<file path="src/rtl/branch_pkg.sv">
// Shared types for the branch predictor / redirect controller: FSM states,
// 2-bit bimodal counters and the in-flight branch queue entry.
package branch_pkg;

  localparam int unsigned XLEN  = 32;
  localparam int unsigned CTR_W = 2;

  typedef logic [CTR_W-1:0] ctr_t;

  localparam ctr_t CTR_RESET = 2'b01;

  typedef enum logic {
    RUN,
    RECOVER
  } state_t;

  typedef struct packed {
    logic [XLEN-1:0] pc;
    logic            pred;
    logic [XLEN-1:0] alt;
  } q_entry_t;

  // Saturating counter step toward the resolved outcome.
  function automatic ctr_t ctr_next(input ctr_t c, input logic taken);
    ctr_t r;
    r = c;
    if (taken) begin
      if (c != 2'b11) r = c + CTR_W'(1);
    end else begin
      if (c != 2'b00) r = c - CTR_W'(1);
    end
    return r;
  endfunction

endpackage

</file>
<file path="src/rtl/branch_queue.sv">
// Circular FIFO of in-flight predicted branches, oldest at the head.
// Clear wins over push and pop in the same cycle.
module branch_queue
  import branch_pkg::*;
#(
  parameter int unsigned QDEPTH = 2
) (
  input  logic                         clk,
  input  logic                         rst,
  input  logic                         i_push,
  input  logic                         i_pop,
  input  logic                         i_clear,
  input  q_entry_t                     i_data,
  output q_entry_t                     o_head,
  output logic [$clog2(QDEPTH+1)-1:0]  o_count,
  output logic                         o_full
);

  localparam int unsigned PTR_W = (QDEPTH > 1) ? $clog2(QDEPTH) : 1;
  localparam int unsigned CNT_W = $clog2(QDEPTH + 1);

  q_entry_t         r_mem [QDEPTH];
  logic [PTR_W-1:0] r_wr_ptr;
  logic [PTR_W-1:0] r_rd_ptr;
  logic [CNT_W-1:0] r_count;

  logic w_full;
  logic w_empty;
  logic w_push_ok;
  logic w_pop_ok;

  assign w_full    = (r_count == CNT_W'(QDEPTH));
  assign w_empty   = (r_count == '0);
  assign w_push_ok = i_push & ~w_full;
  assign w_pop_ok  = i_pop & ~w_empty;

  // Pointer and occupancy bookkeeping; pointers wrap since QDEPTH is a power of two.
  always_ff @(posedge clk or posedge rst) begin
    if (rst) begin
      r_wr_ptr <= '0;
      r_rd_ptr <= '0;
      r_count  <= '0;
    end else if (i_clear) begin
      r_wr_ptr <= '0;
      r_rd_ptr <= '0;
      r_count  <= '0;
    end else begin
      if (w_push_ok) r_wr_ptr <= r_wr_ptr + PTR_W'(1);
      if (w_pop_ok)  r_rd_ptr <= r_rd_ptr + PTR_W'(1);
      if (w_push_ok && !w_pop_ok)      r_count <= r_count + CNT_W'(1);
      else if (!w_push_ok && w_pop_ok) r_count <= r_count - CNT_W'(1);
    end
  end

  always_ff @(posedge clk) begin
    if (w_push_ok && !i_clear) r_mem[r_wr_ptr] <= i_data;
  end

  assign o_head  = r_mem[r_rd_ptr];
  assign o_count = r_count;
  assign o_full  = w_full;

endmodule

</file>
<file path="src/rtl/branch_ctrl.sv">
// Bimodal branch predictor at IF with an in-flight queue checked at EX;
// mispredicts produce a one-cycle redirect and a timed IF/ID flush.
module branch_ctrl
  import branch_pkg::*;
#(
  parameter int unsigned BHT_ENTRIES  = 16,
  parameter int unsigned QDEPTH       = 2,
  parameter int unsigned FLUSH_CYCLES = 2
) (
  input  logic            clk,
  input  logic            rst,
  input  logic            if_valid,
  input  logic [XLEN-1:0] if_pc,
  input  logic [XLEN-1:0] if_imm,
  input  logic            if_is_branch,
  input  logic            if_is_jump,
  input  logic            stall,
  input  logic            ex_valid,
  input  logic            ex_taken,
  output logic            pred_taken,
  output logic [XLEN-1:0] next_pc,
  output logic            q_full,
  output logic            redirect,
  output logic [XLEN-1:0] redirect_pc,
  output logic            flush,
  output logic            err
);

  localparam int unsigned IDX_W = $clog2(BHT_ENTRIES);
  localparam int unsigned CNT_W = $clog2(QDEPTH + 1);
  localparam int unsigned FC_W  = (FLUSH_CYCLES > 1) ? $clog2(FLUSH_CYCLES) : 1;

  logic [BHT_ENTRIES-1:0][CTR_W-1:0] r_ctr;

  state_t          r_state;
  state_t          w_state_nxt;
  logic [FC_W-1:0] r_fcnt;
  logic [FC_W-1:0] w_fcnt_nxt;
  logic            r_flush;
  logic            w_flush_nxt;
  logic            r_redirect;
  logic [XLEN-1:0] r_redirect_pc;
  logic            r_err;

  logic [IDX_W-1:0] w_if_idx;
  logic [IDX_W-1:0] w_head_idx;
  logic             w_run;
  logic             w_pred;
  logic [XLEN-1:0]  w_target;
  logic [XLEN-1:0]  w_seq;
  logic             w_push;
  logic             w_ex;
  logic             w_pop;
  logic             w_ex_err;
  logic             w_mispred;
  logic             w_empty;
  logic             w_full;
  logic [CNT_W-1:0] w_count;
  q_entry_t         w_push_entry;
  q_entry_t         w_head;
  logic             w_unused_pc;

  assign w_run    = (r_state == RUN);
  assign w_if_idx = if_pc[IDX_W+1:2];
  assign w_target = if_pc + if_imm;
  assign w_seq    = if_pc + XLEN'(4);

  // Zero-latency prediction; suppressed entirely while recovering.
  assign w_pred     = w_run & if_valid & (if_is_jump | (if_is_branch & r_ctr[w_if_idx][1]));
  assign pred_taken = w_pred;
  assign next_pc    = w_pred ? w_target : w_seq;

  assign w_push = if_valid & if_is_branch & ~stall & ~w_full & w_run;
  assign w_push_entry.pc   = if_pc;
  assign w_push_entry.pred = w_pred;
  assign w_push_entry.alt  = w_pred ? w_seq : w_target;

  assign w_empty    = (w_count == '0);
  assign w_ex       = ex_valid & ~stall & w_run;
  assign w_pop      = w_ex & ~w_empty;
  assign w_ex_err   = w_ex & w_empty;
  assign w_mispred  = w_pop & (ex_taken != w_head.pred);
  assign w_head_idx = w_head.pc[IDX_W+1:2];

  assign w_unused_pc = ^{w_head.pc[XLEN-1:IDX_W+2], w_head.pc[1:0]};

  branch_queue #(
    .QDEPTH (QDEPTH)
  ) u_queue (
    .clk     (clk),
    .rst     (rst),
    .i_push  (w_push),
    .i_pop   (w_pop),
    .i_clear (w_mispred),
    .i_data  (w_push_entry),
    .o_head  (w_head),
    .o_count (w_count),
    .o_full  (w_full)
  );

  assign q_full = w_full;

  // Counter training on resolve; same-cycle prediction sees the old value.
  always_ff @(posedge clk or posedge rst) begin
    if (rst) begin
      r_ctr <= {BHT_ENTRIES{CTR_RESET}};
    end else if (w_pop) begin
      r_ctr[w_head_idx] <= ctr_next(r_ctr[w_head_idx], ex_taken);
    end
  end

  // Recovery sequencing: flush is held for FLUSH_CYCLES after a mispredict.
  always_comb begin
    w_state_nxt = r_state;
    w_fcnt_nxt  = r_fcnt;
    w_flush_nxt = 1'b0;
    case (r_state)
      RUN: begin
        if (w_mispred) begin
          w_state_nxt = RECOVER;
          w_fcnt_nxt  = FC_W'(FLUSH_CYCLES - 1);
          w_flush_nxt = 1'b1;
        end
      end
      RECOVER: begin
        if (r_fcnt == '0) begin
          w_state_nxt = RUN;
        end else begin
          w_fcnt_nxt  = r_fcnt - FC_W'(1);
          w_flush_nxt = 1'b1;
        end
      end
      default: w_state_nxt = RUN;
    endcase
  end

  always_ff @(posedge clk or posedge rst) begin
    if (rst) begin
      r_state <= RUN;
      r_fcnt  <= '0;
      r_flush <= 1'b0;
    end else begin
      r_state <= w_state_nxt;
      r_fcnt  <= w_fcnt_nxt;
      r_flush <= w_flush_nxt;
    end
  end

  always_ff @(posedge clk or posedge rst) begin
    if (rst) begin
      r_redirect    <= 1'b0;
      r_redirect_pc <= '0;
      r_err         <= 1'b0;
    end else begin
      r_redirect <= w_mispred;
      if (w_mispred) r_redirect_pc <= w_head.alt;
      if (w_ex_err)  r_err <= 1'b1;
    end
  end

  assign redirect    = r_redirect;
  assign redirect_pc = r_redirect_pc;
  assign flush       = r_flush;
  assign err         = r_err;

endmodule
</file>
<file path="config.mk">
export PLATFORM = sky130hd
export DESIGN_NAME = branch_ctrl
export DESIGN_NICKNAME = d
export VERILOG_FILES = /design/src/rtl/branch_pkg.sv /design/src/rtl/branch_queue.sv /design/src/rtl/branch_ctrl.sv
export SDC_FILE = /design/constraint.sdc
export NUM_CORES = 1
export LEC_CHECK = 0
export ABC_AREA = 1
export BUFFER_PORTS_ARGS = -buffer_cell sky130_fd_sc_hd__buf_4
export CAP_MARGIN = 20
export CORE_UTILIZATION = 46
export DETAILED_ROUTE_END_ITERATION = 6
export PLACE_DENSITY_LB_ADDON = 0.1
export SYNTH_ARGS = -nofsm -noshare
export SYNTH_HDL_FRONTEND = slang
export SYNTH_SLANG_ARGS = --single-unit
</file>
<file path="constraint.sdc">
create_clock -name clk -period 3.2 [get_ports clk]
set_input_delay 0.16 -clock clk [delete_from_list [all_inputs] [get_ports clk]]
set_output_delay 0.16 -clock clk [all_outputs]
set_load 0.02 [all_outputs]
</file>
After elaboration in Yosys (flattened, before gate mapping). Memories as Yosys holds them, arrays and structs flattened. Cells that the tools add are included.

Reduce and logical (&&, ||, !) cells: 12. Equality and inequality tests: 4. Muxes and demuxes: 28. Magnitude comparators: 3. Bitwise operators: 19. Add/subtract/negate cells: 9.

Operators with widths (number): $mux W32 (2); $add A32 B3 Y32 const B (1); $add A32 B32 Y32 (1); $bwmux W32 (1); $mux W2 (10); $bmux W2 S4 (2); $and A1 B1 Y1 (14); $lt A4 B5 Y1 const B (2); $mux W1 (10); $demux W2 S4 (1); $reduce_bool A2 Y1 (3); $add A2 B1 Y2 const B (2); $ge A4 B1 Y1 const B (1); $logic_and A1 B1 Y1 (4); $not A1 Y1 (4); $pmux W1 S2 (2); $sub A2 B1 Y2 const B (2); $logic_not A1 Y1 (3); $reduce_bool A3 Y1 (1); $add A1 B1 Y1 const B (2); $eq A2 B2 Y1 const B (1); $logic_not A2 Y1 (1); $ne A2 B1 Y1 const B (1); $ne A2 B2 Y1 const B (1); 3 further kinds (3).

Register bits: 72. Input bits: 72. RAM bits: 130. Memories kept: 1. Word-level logic and storage cells: 100.

Memories: u_queue.r_mem (depth 2, width 65, rd ports 1, clocked after memory_dff 0, write ports 1, RTL line branch_queue.sv:22) `q_entry_t r_mem [QDEPTH];`.

Logic depth before layout (Yosys ltp). Gate-level depths: netlist of run 1.

Depth after elaboration: 10. Depth in mapped cells: 16.

Modules after synthesis. A second synthesis of run 1 with hierarchy kept.

Cells, all modules: 1595. Area total of the unflattened synthesis: 12550.8 µm².

Modules (own cells, without submodules): branch_ctrl (area each 7469.7 µm², instances 1, cells an instance 1350); branch_queue (area each 5081.1 µm², instances 1, cells an instance 245).

Least setup slack after synthesis of run 1. No wires, ideal clock.

Path kind: reg-to-reg. Start: reg u_queue.r_rd_ptr. End: mem u_queue.r_mem[0][0] (netlist name) (enable). Library setup time: 0.431 ns. Stages on the path, launching flop included: 7. Buffers on the path: 1. Period minus slack after synthesis: 3.215 ns. Arrival: 2.784 ns. Setup slack: -0.015 ns. Path through: dfrtp_1 buf_4 mux2i_1 or2_2 nand3_1 nand2_1 nor2_1.

Longest elaborated chain between the ends: 7.

Ends and longest elaborated chain: start, declared (RTL line branch_queue.sv:24) `logic [PTR_W-1:0] r_rd_ptr;`; start signal, assigned (RTL line branch_queue.sv:49) `if (w_pop_ok) r_rd_ptr <= r_rd_ptr + PTR_W'(1);`; $mem_v2 Z2 W65; $ne A1 B1 Y1 (RTL line branch_ctrl.sv:82) `assign w_mispred = w_pop & (ex_taken != w_head.pred);`; $and A1 B1 Y1 (RTL line branch_ctrl.sv:82); $logic_not A1 Y1 (RTL line branch_queue.sv:56) `if (w_push_ok && !i_clear) r_mem[r_wr_ptr] <= i_data;`; $logic_and A1 B1 Y1 (RTL line branch_queue.sv:56); $mux W1 (RTL line branch_queue.sv:56); $mux W1 (not written as such) (RTL line branch_queue.sv:56); end, declared (RTL line branch_queue.sv:22).

Every way passes these cells.

Worst setup path in the final report of run 1.
Start: reg r_ctr[1] (netlist name). End: out next_pc[13].

Longest elaborated chain between the ends: 6.

Ends and longest elaborated chain: start, declared (RTL line branch_ctrl.sv:33) `logic [BHT_ENTRIES-1:0][CTR_W-1:0] r_ctr;`; start signal, assigned (RTL line branch_ctrl.sv:106) `r_ctr <= {BHT_ENTRIES{CTR_RESET}};`; start signal, assigned by index (RTL line branch_ctrl.sv:108) `r_ctr[w_head_idx] <= ctr_next(r_ctr[w_head_idx], ex_taken);`; $bmux W2 S4 (RTL line branch_ctrl.sv:69) `assign w_pred = w_run & if_valid & (if_is_jump | (if_is_branch & r_ctr[w_if_idx][1]));`; $mux W2 (not written as such) (RTL line branch_ctrl.sv:69); $and A1 B1 Y1 (RTL line branch_ctrl.sv:69); $or A1 B1 Y1 (RTL line branch_ctrl.sv:69); $and A1 B1 Y1 (RTL line branch_ctrl.sv:69); $mux W32 (RTL line branch_ctrl.sv:71) `assign next_pc = w_pred ? w_target : w_seq;`; end, declared (RTL line branch_ctrl.sv:21) `output logic [XLEN-1:0] next_pc,`.

Every way passes these cells. The select of a mux whose other input is x is not followed.

==> results by stage, run 1 <==
Global route:
- Global routing used 26.9% of the available tracks across all layers.
- The largest net degree at the start of global routing is 73.
- The met3 global-route usage is 3.64%.
- The highest-utilization routing layer at the global route stage is met2.
- The number of antenna violations at the first check in global routing is 0.
- The met2 track utilization from global routing is 41.1%.
- The global routing met1 resource utilization is 39.5%.
- For this run the aggregate overflow at the end of global routing stands at 0.
- The first global-routing pass estimated 43.8 mm of wire.
- The number of global-route vias before repair was 8344.

Clock network:
- The TritonCTS clock tree is yes.
- After clock tree synthesis, the clock-pin slew on the worst setup and hold paths is 0.07 ns.
- For the worst-skew pair, the clock arrives at the later sink with an insertion delay of 0.42 ns.
- In this run, CTS created clock tree buffers numbering 17.
- In this run the number of H-tree levels came out at 4.
- The number of buffers inserted to repair setup after CTS is 0.
- The clock passes through at most 2 buffers.
- The cell sitting at the root of the clock tree is a clkbuf_16.
- The number of sinks handled by clock tree synthesis is 146.

Critical path:
- STA classifies the critical path endpoint as an output port.
- At the worst endpoint, the required time is 3.04 ns.
- Data arrives at the worst endpoint at 2.80 ns.
- The kind of start point of the critical path is a flip-flop.
- The critical path start-end classification is reg -> out.
- The worst reg2reg path depth is 10.
- Of all nets on the critical path, the largest fanout is 67.

STA:
- The number of pins exceeding their max-slew limit in the final report is 0.
- Based on the critical path, the design can be clocked at up to 0.337 GHz.
- The worst hold slack across all endpoints is 0.0209 ns.
- Setup repair after global routing left no endpoint under its margin.
- The transition time at the pin with the least slew margin is 0.947 ns.
- The final-report hold violation count was 0.
- Setup total negative slack on the finished layout was measured at 0 ns.
- The smallest clock period supported by the final layout is computed as 2.96 ns.
- The headroom to the max-slew limit is 36.8%.
- Setup violations remaining at the end of the flow were counted as 0.
- The share of the clock period used by the worst path after layout is 92.6%.
- The clock tree skew after final layout is 0.0153 ns.

Finish:
- The most common library cell in the layout ignoring fill and taps is nand2_1.
- The top cell types in the final layout, fill and taps aside, are 423 x nand2_1, 167 x nor2_1, 148 x buf_4.
- The repair_antennas step left the layout with diodes totalling 0.
- The final layout contains 1539 nets.
- Of the cells placed in the final design, the portion with a size suffix greater than 1 is 15.0%.
- From synthesis to final layout, the design area changed by 20.4%.

Synth:
- The synthesized netlist cell count is 1299.
- The Yosys step of the flow raised 0 warnings.
- The mean instance size in the synthesized netlist is 7.33 sq um.
- The netlist area before placement is 9530 sq um.
- After synthesis the netlist holds a flip-flop and latch count of 146.
- The distinct cell type count of the synthesized netlist is 39.
- The number of nets produced by synthesis is 1405.
- The fraction of the yosys area taken by sequential cells is 42.5%.

Power:
- The sequential fraction of design power is 33.8%.
- The power density relative to cell area is 728 nW/um^2.
- The net switching share of the total power is 41.5%.
- Cell internal power was estimated by the tool at 4880 uW.
- The leakage power is 0.00539 uW.
- The net switching power is 3460 uW.
- Of the total power, combinational logic draws 42.1%.
- The maximum resistive drop on vdd is 361 uV.
- Of the total power, the clock network draws 24.1%.

Placed design:
- The final HPWL from detailed placement is 21.4 mm.
- At the end of routability-driven placement, the weighted congestion stood at 0.990.
- Input and output buffers added on the ports amount to 140.

Routing:
- The routed wire length is 27.8 mm.
- The average wire length per cell after detail routing is 16.2 microns.
- The routed via count divided by cell count is 5.25.
- After detailed routing, the number of remaining DRC violations is 0.
- The via count is 9016.
- The detail route stage leaves a number of antenna-violating nets equal to 0.
- The number of DRC violations after detailed-routing iteration 0 is 698.
- The iteration count of the initial detailed-routing pass is 5.

Hold path:
- Counting instances, the worst hold path has a depth of 1.
- The path class of the lowest-slack min-delay path is in -> reg.

Floorplanning:
- The initialized floorplan defines 52 standard-cell rows.
- From left edge to right edge, the die measures 146 microns.
- The die covers 21300 sq um.
- The number of ports placed on the die boundary is 141.
- The area of the placeable core is 20300 sq um.
- The effective utilization at floorplan is 46.9%.
- Measured along the y axis, the die boundary spans 146 microns.

Job:
- Max-cap violations in this run came to 0.

Status:
- The run finished with clean final reports.
power groups by stage:
stage / sequential, uW / combinational, uW / clock (uW)
CTS: 2820 / 3480 / 2040
floorplan: 3000 / 2100 / 0
global placement: 2850 / 3440 / 0
detailed placement: 2850 / 3480 / 0
global route: 2870 / 3880 / 2120
finish: 2820 / 3510 / 2010
logic make-up (layout without fill, tap and decap cells):
logic type | after synthesis | in the layout | synth area share (%)
XOR/XNOR | 45 | 45 | 4.14
flip-flops | 146 | 146 | 42.5
adder cells (fa/ha/maj) | 34 | 34 | 4.54
AO/OA/AOI/OAI | 174 | 174 | 10.4
AND/OR/NAND/NOR | 732 | 732 | 31.3
buffers and inverters | 167 | 314 | 7.01
multiplexers | 1 | 1 | 0.105
flip-flops by register name, indices dropped and copies added, names as in the netlist:
register / count
u_queue.r_mem: 74
r_ctr: 32
redirect_pc: 32
u_queue.o_count: 2
err: 1
flush: 1
r_fcnt: 1
redirect: 1
u_queue.r_rd_ptr: 1
u_queue.r_wr_ptr: 1
cell type report:
type / count / area [sq um]
fill: 1984 / 8830
multi-input combinational: 986 / 4840
sequential: 146 / 4040
timing repair buffer: 150 / 1160
inverter: 132 / 498
clock buffer: 18 / 429
tap: 270 / 338
clock inverter: 14 / 168
per-stage QoR:
step	total power, uW	area [sq um]	instances	util (%)	worst slack [ns]
6_report	8350	11500	1716	56.5	0.236
3_5_place_dp	6330	10800	1682	53.3	0.608
5_1_grt	8880	11500	1716	56.5	0.0458
2_1_floorplan	5100	9530	1299	-	-0.0154
4_1_cts	8340	11400	1714	56.3	0.131
3_3_place_gp	6290	10800	1682	53.3	0.573
synth_stat cells, drive strengths merged:
library cell	n	area, sq um
ha	33	413
or2	5	31.3
fa	1	20.0
and3	1	6.26
nor4	6	37.5
o21bai	4	30.0
a21o	4	30.0
nand3	77	385
nand4	16	100
nor3	19	95.1
buf	14	93.8
o211ai	1	7.51
inv	132	495
edfxtp	74	2220
dfrtp	56	1400
xnor2	12	105
nand2	431	1640
clkbuf	21	78.8
dfstp	16	420
mux2i	1	10.0
and2	3	18.8
a21oi	45	225
nand3b	4	30.0
nor2	170	641
o31ai	32	240
o21ai	87	450
xor2	33	289
o21a	1	7.51
final timing paths:
| kind | end | from | slack (ns) |
|---|---|---|---|
| min | u_queue.r_mem[0][38]$_DFFE_PP_ | if_pc[5] | 0.02 |
| min in group asynchronous | r_ctr[21]$_DFFE_PP0P_ | rst | 0.03 |
| max reg2reg | u_queue.r_mem[1][4]$_DFFE_PP_ | r_ctr[19]$_DFFE_PP0P_ | 0.69 |
| max in group asynchronous | redirect_pc[29]$_DFFE_PP0P_ | rst | 2.55 |
| min reg2reg | r_ctr[0]$_DFFE_PP1P_ | r_ctr[0]$_DFFE_PP1P_ | 0.47 |
| max | next_pc[13] | r_ctr[1]$_DFFE_PP0P_ | 0.24 |
what timing repair did:
| item | 4_1_cts | 5_1_grt |
|---|---|---|
| hold endpoints to repair | 0 | 0 |
| setup endpoints to repair | 0 | 5 |
| hold buffers | 0 | 0 |
| resized for setup | 0 | 2 |
per-layer routing:
layer  up-vias  part of all wire, %
met5         -                    0
met4         0                  2.0
met3        42                  6.1
met2       310                   44
met1      4149                   48
li1       4515                    -
critical path, cell delays in order, from the launching register on:
cell	delay, ns
dfrtp_1	0.41
o21ai_0	0.29
nand3_1	0.13
nand3_1	0.08
nand3_1	0.21
nand2_1	0.14
nand2_2	0.10
buf_4	0.32
o21ai_0	0.46
buf_4	0.23
Power figures use the tool's default switching activity.
==> run 2, diff against run 1 <==
Settings changed: ABC_AREA 1 to default.
==> results by stage, run 2 <==
Status:
- Result of the run: finished clean (unchanged).

STA:
- The final-report hold violation count is 0 (unchanged).
- The headroom to the max-slew limit is 45.5% (was 36.8%).
- The post-layout minimum cycle time came to 3.06 ns (was 2.96 ns).
- The number of pins exceeding their max-slew limit in the final report is 0 (unchanged).
- The peak clock frequency supported by timing is 0.327 GHz (was 0.337 GHz).
- The total negative setup slack was 0 ns (unchanged).
- The clock tree skew after final layout is 0.00884 ns (was 0.0153 ns).
- Unrepaired setup endpoints after global routing: false (unchanged).
- The share of the clock period used by the worst path after layout is 95.6% (was 92.6%).
- The transition time at the pin with the least slew margin is 0.816 ns (was 0.947 ns).
- The count of final setup violators came to 0 (unchanged).

Synth:
- The mean instance size in the synthesized netlist is 10.4 sq um (was 7.33 sq um).
- The number of nets produced by synthesis is 953 (was 1405).
- The netlist area before placement is 8840 sq um (was 9530 sq um).
- The number of enable-type register cells in the synthesized netlist came to 74 (unchanged).
- The synthesized netlist cell count was 847 (was 1299).
- The cell taking the most area after synthesis is edfxtp_1 (unchanged).
- Top post-synthesis cells by area: edfxtp_1 25%, dfrtp_1 16%, mux2i_1 8.7% (was edfxtp_1 23%, nand2_1 17%, dfrtp_1 15%).
- Synth cell count leaders: 116 x nand2_1, 77 x mux2i_1, 74 x edfxtp_1, 57 x o21ai_0, 56 x dfrtp_1 (was 424 x nand2_1, 169 x nor2_1, 130 x inv_1, 83 x o21ai_0, 77 x nand3_1).
- The number of synthesized register bits is 146 (unchanged).
- The warning count from the yosys run came to 0 (unchanged).
- The fraction of the yosys area taken by sequential cells is 45.7% (was 42.5%).
- The portion of synthesized cell area occupied by the leading cell type is 25.1% (was 23.3%).
- The fraction of registers with async set or reset after synthesis is 49.3% (unchanged).
- The most common cell in the netlist is nand2_1 (unchanged).
- The distinct cell type count of the synthesized netlist is 62 (was 39).
- The dominant register cell in the synthesized netlist is edfxtp_1 (unchanged).

Routing:
- The average wire length per cell after detail routing came to 18.3 microns (was 16.2 microns).
- The number of remaining DRC errors is 0 (unchanged).
- The remaining number of nets flagged by the antenna check after routing is 0 (unchanged).
- The iteration count of the initial detailed-routing pass is 5 (unchanged).
- The routed wire length came to 22.6 mm (was 27.8 mm).
- The routed via count divided by cell count is 5.67 (was 5.25).
- The number of DRC violations after detailed-routing iteration 0 is 529 (was 698).
- The via count is 7010 (was 9016).

Global route:
- The global-route wire length before repair is 35.5 mm (was 43.8 mm).
- The largest net degree at the start of global routing came to 67 (was 73).
- The number of global-route vias before repair came to 6604 (was 8344).
- The total track usage is 23.5% (was 26.9%).
- The number of antenna violations at the first check in global routing came to 0 (unchanged).
- The sum of overflow across all layers after global routing came to 0 (unchanged).

Hold path:
- The path class of the lowest-slack min-delay path is in -> reg (unchanged).

Finish:
- Commonest cells after routing, fill and taps aside: 155 x buf_4, 116 x nand2_1, 77 x mux2i_1 (was 423 x nand2_1, 167 x nor2_1, 148 x buf_4).
- The layout overhead on the synthesized area is 22.9% (was 20.4%).
- The count of nets after finishing came to 1096 (was 1539).
- The most common library cell in the layout ignoring fill and taps is buf_4 (was nand2_1).
- The multi-input combinational cell area is 4580 sq um (was 4840 sq um).
- The register ranked first by flip-flop count is u_queue.r_mem (unchanged).
- The number of standard cells in the final layout excluding fillers is 1237 (was 1716).
- The share of post-route cells with drive strength above 1 is 25.7% (was 15.0%).
- The area occupied by registers is 4050 sq um (was 4040 sq um).
- The number of flip-flops under the largest register name is 74 (unchanged).
- The number of filler instances in the final layout was 1664 (was 1984).
- The antenna diode instance count is 0 (unchanged).

Clock network:
- The TritonCTS clock tree is yes (unchanged).
- The clock latency on the worst-skew pair came to 0.42 ns (about the same).
- The number of H-tree branching levels is 4 (unchanged).
- The buffer type at the clock tree root is clkbuf_16 (unchanged).
- The clock-pin slew of the registers on the worst-case setup and hold paths is 0.06 ns (was 0.07 ns).
- The number of sinks handled by clock tree synthesis is 146 (unchanged).
- The number of buffers inserted to repair setup after CTS is 0 (unchanged).
- The number of gates resized after CTS came to 0 (unchanged).
- The maximum clock path buffer count was 2 (unchanged).
- The total CTS buffers was 17 (unchanged).

Floorplanning:
- The die width came to 141 microns (was 146 microns).
- The die area is 19800 sq um (was 21300 sq um).
- The height of the die was 141 microns (was 146 microns).
- The number of rows in the core area is 50 (was 52).
- The number of ports placed on the die boundary is 141 (unchanged).
- The area of the placeable core is 18800 sq um (was 20300 sq um).
- The effective utilization at floorplan is 47.1% (was 46.9%).

Placed design:
- The final HPWL from detailed placement is 17.1 mm (was 21.4 mm).
- The placed cell count is 1204 (was 1682).
- The placer congestion estimate came to 0.894 (was 0.990).
- The quantity of I/O buffers inserted on ports was 140 (unchanged).

Critical path:
- The number of buffers and inverters on the critical path is 3 (was 2).
- Cell-by-cell listing of the critical path: nand3b_1 -> or3b_2 -> and3_2 -> inv_2 -> buf_4 -> nand3_1 -> mux2i_1 -> nor3_1 -> buf_4 (was o21ai_0 -> nand3_1 -> nand3_1 -> nand3_1 -> nand2_1 -> nand2_2 -> buf_4 -> o21ai_0 -> buf_4).
- The highest net fanout along the worst path is 19 (was 67).
- The kind of start point of the critical path was a flip-flop (unchanged).
- The kind of capture point of the worst setup path is an output port (unchanged).
- The critical path's largest stage delay is 0.47 ns (was 0.46 ns).
- The critical path start-end classification was reg -> out (unchanged).
- The cell repeated most along the worst path is buf_4 (was nand3_1).
- The dominant delay contributor by cell family on the critical path is simple AND/OR/NAND/NOR gates (was compound AO/OA/AOI/OAI gates).
- The signal arrival time at the worst endpoint is 2.90 ns (was 2.80 ns).
- The critical path data required time is 3.04 ns (about the same).
- The cell type of the slowest stage on the worst timing path was or3b_2 (was o21ai_0).

Job:
- The number of max-cap violations is 0 (unchanged).

Power:
- The leakage power was 0.00460 uW (was 0.00539 uW).
- The power density relative to cell area was 743 nW/um^2 (was 728 nW/um^2).
- The maximum resistive drop on vdd is 391 uV (was 361 uV).
-- run 2: cell types whose count changed after synthesis, moves of 8 or more --
cell     delta
nor2_1    -122
mux2i_1    +76
o21ai_0    -26
xnor2_1    +15
o31ai_1    -28
mux2_2     +33
nand3_1    -57
nand2_1   -308
a31oi_1     +9
inv_1     -116
o22ai_1    +10
mux4_2      +8
-- run 2: path summary, 6_finish.rpt --
kind	startpoint	endpoint	slack (ns)	cells after the start
worst max-delay path	flush$_DFF_PP0_	next_pc[29]	0.14	9
worst min-delay path	if_pc[5]	u_queue.r_mem[0][38]$_DFFE_PP_	0.03	1
worst max register to register	flush$_DFF_PP0_	u_queue.r_mem[1][8]$_DFFE_PP_	0.46	7
worst min register to register	err$_DFFE_PP0P_	err$_DFFE_PP0P_	0.47	1
max in group asynchronous	rst	redirect_pc[19]$_DFFE_PP0P_	1.80	4
min in group asynchronous	rst	redirect$_DFF_PP0_	0.46	3
-- run 2: final cells by class --
type                    instances  area share (%)
repair buffers                160            11.5
flip-flops and latches        146            37.2
inverters                      15           0.518
well taps                     234            2.69
clock buffers                  17            3.91
multi-input cells             650            42.2
clock inverters                15            1.97
-- run 2: cell families after synthesis --
| family | count (synthesis) | share of synthesized area [%] |
|---|---|---|
| adder cells (fa/ha/maj) | 35 | 5.02 |
| AO/OA/AOI/OAI | 169 | 11.3 |
| buffers and inverters | 51 | 2.56 |
| XOR/XNOR | 64 | 6.34 |
| multiplexers | 120 | 15.4 |
| flip-flops | 146 | 45.7 |
| AND/OR/NAND/NOR | 262 | 13.7 |
-- run 2: timing repair --
item / CTS / global route
endpoints found under the setup margin: 0 / 0
hold buffers: 1 / 0
endpoints found under the hold margin: 21 / 0
-- run 2: routing by layer --
| metal | global-route usage [%] | up-vias | wire, microns |
|---|---|---|---|
| met2 | 33.6 | 234 | 9600 |
| li1 | - | 3408 | - |
| met1 | 36.4 | 3345 | 11300 |
| met4 | 7.67 | 0 | 367 |
| met5 | 0 | - | 0 |
| met3 | 3.23 | 23 | 1290 |
-- run 2: metrics by stage --
stage          cell area (sq um)  setup WS (ns)  power, uW  hold slack (ns)  util (%)
6_report                   10900          0.140       8080           0.0339      57.9
5_1_grt                    10900         0.0323       8510           0.0285      57.9
4_1_cts                    10900          0.128       8110           0.0147      57.9
3_5_place_dp               10200          0.482       5960            0.371      54.5
3_3_place_gp               10200          0.491       5910            0.376      54.5
2_1_floorplan               8840         0.0423       4860            0.259         -
-- run 2: power by group --
group          leakage [uW]  switching [uW]  internal, uW
logic               0.00275            1750          1310
clock network      0.000308             764          1380
registers           0.00155             298          2580
total               0.00460            2810          5260
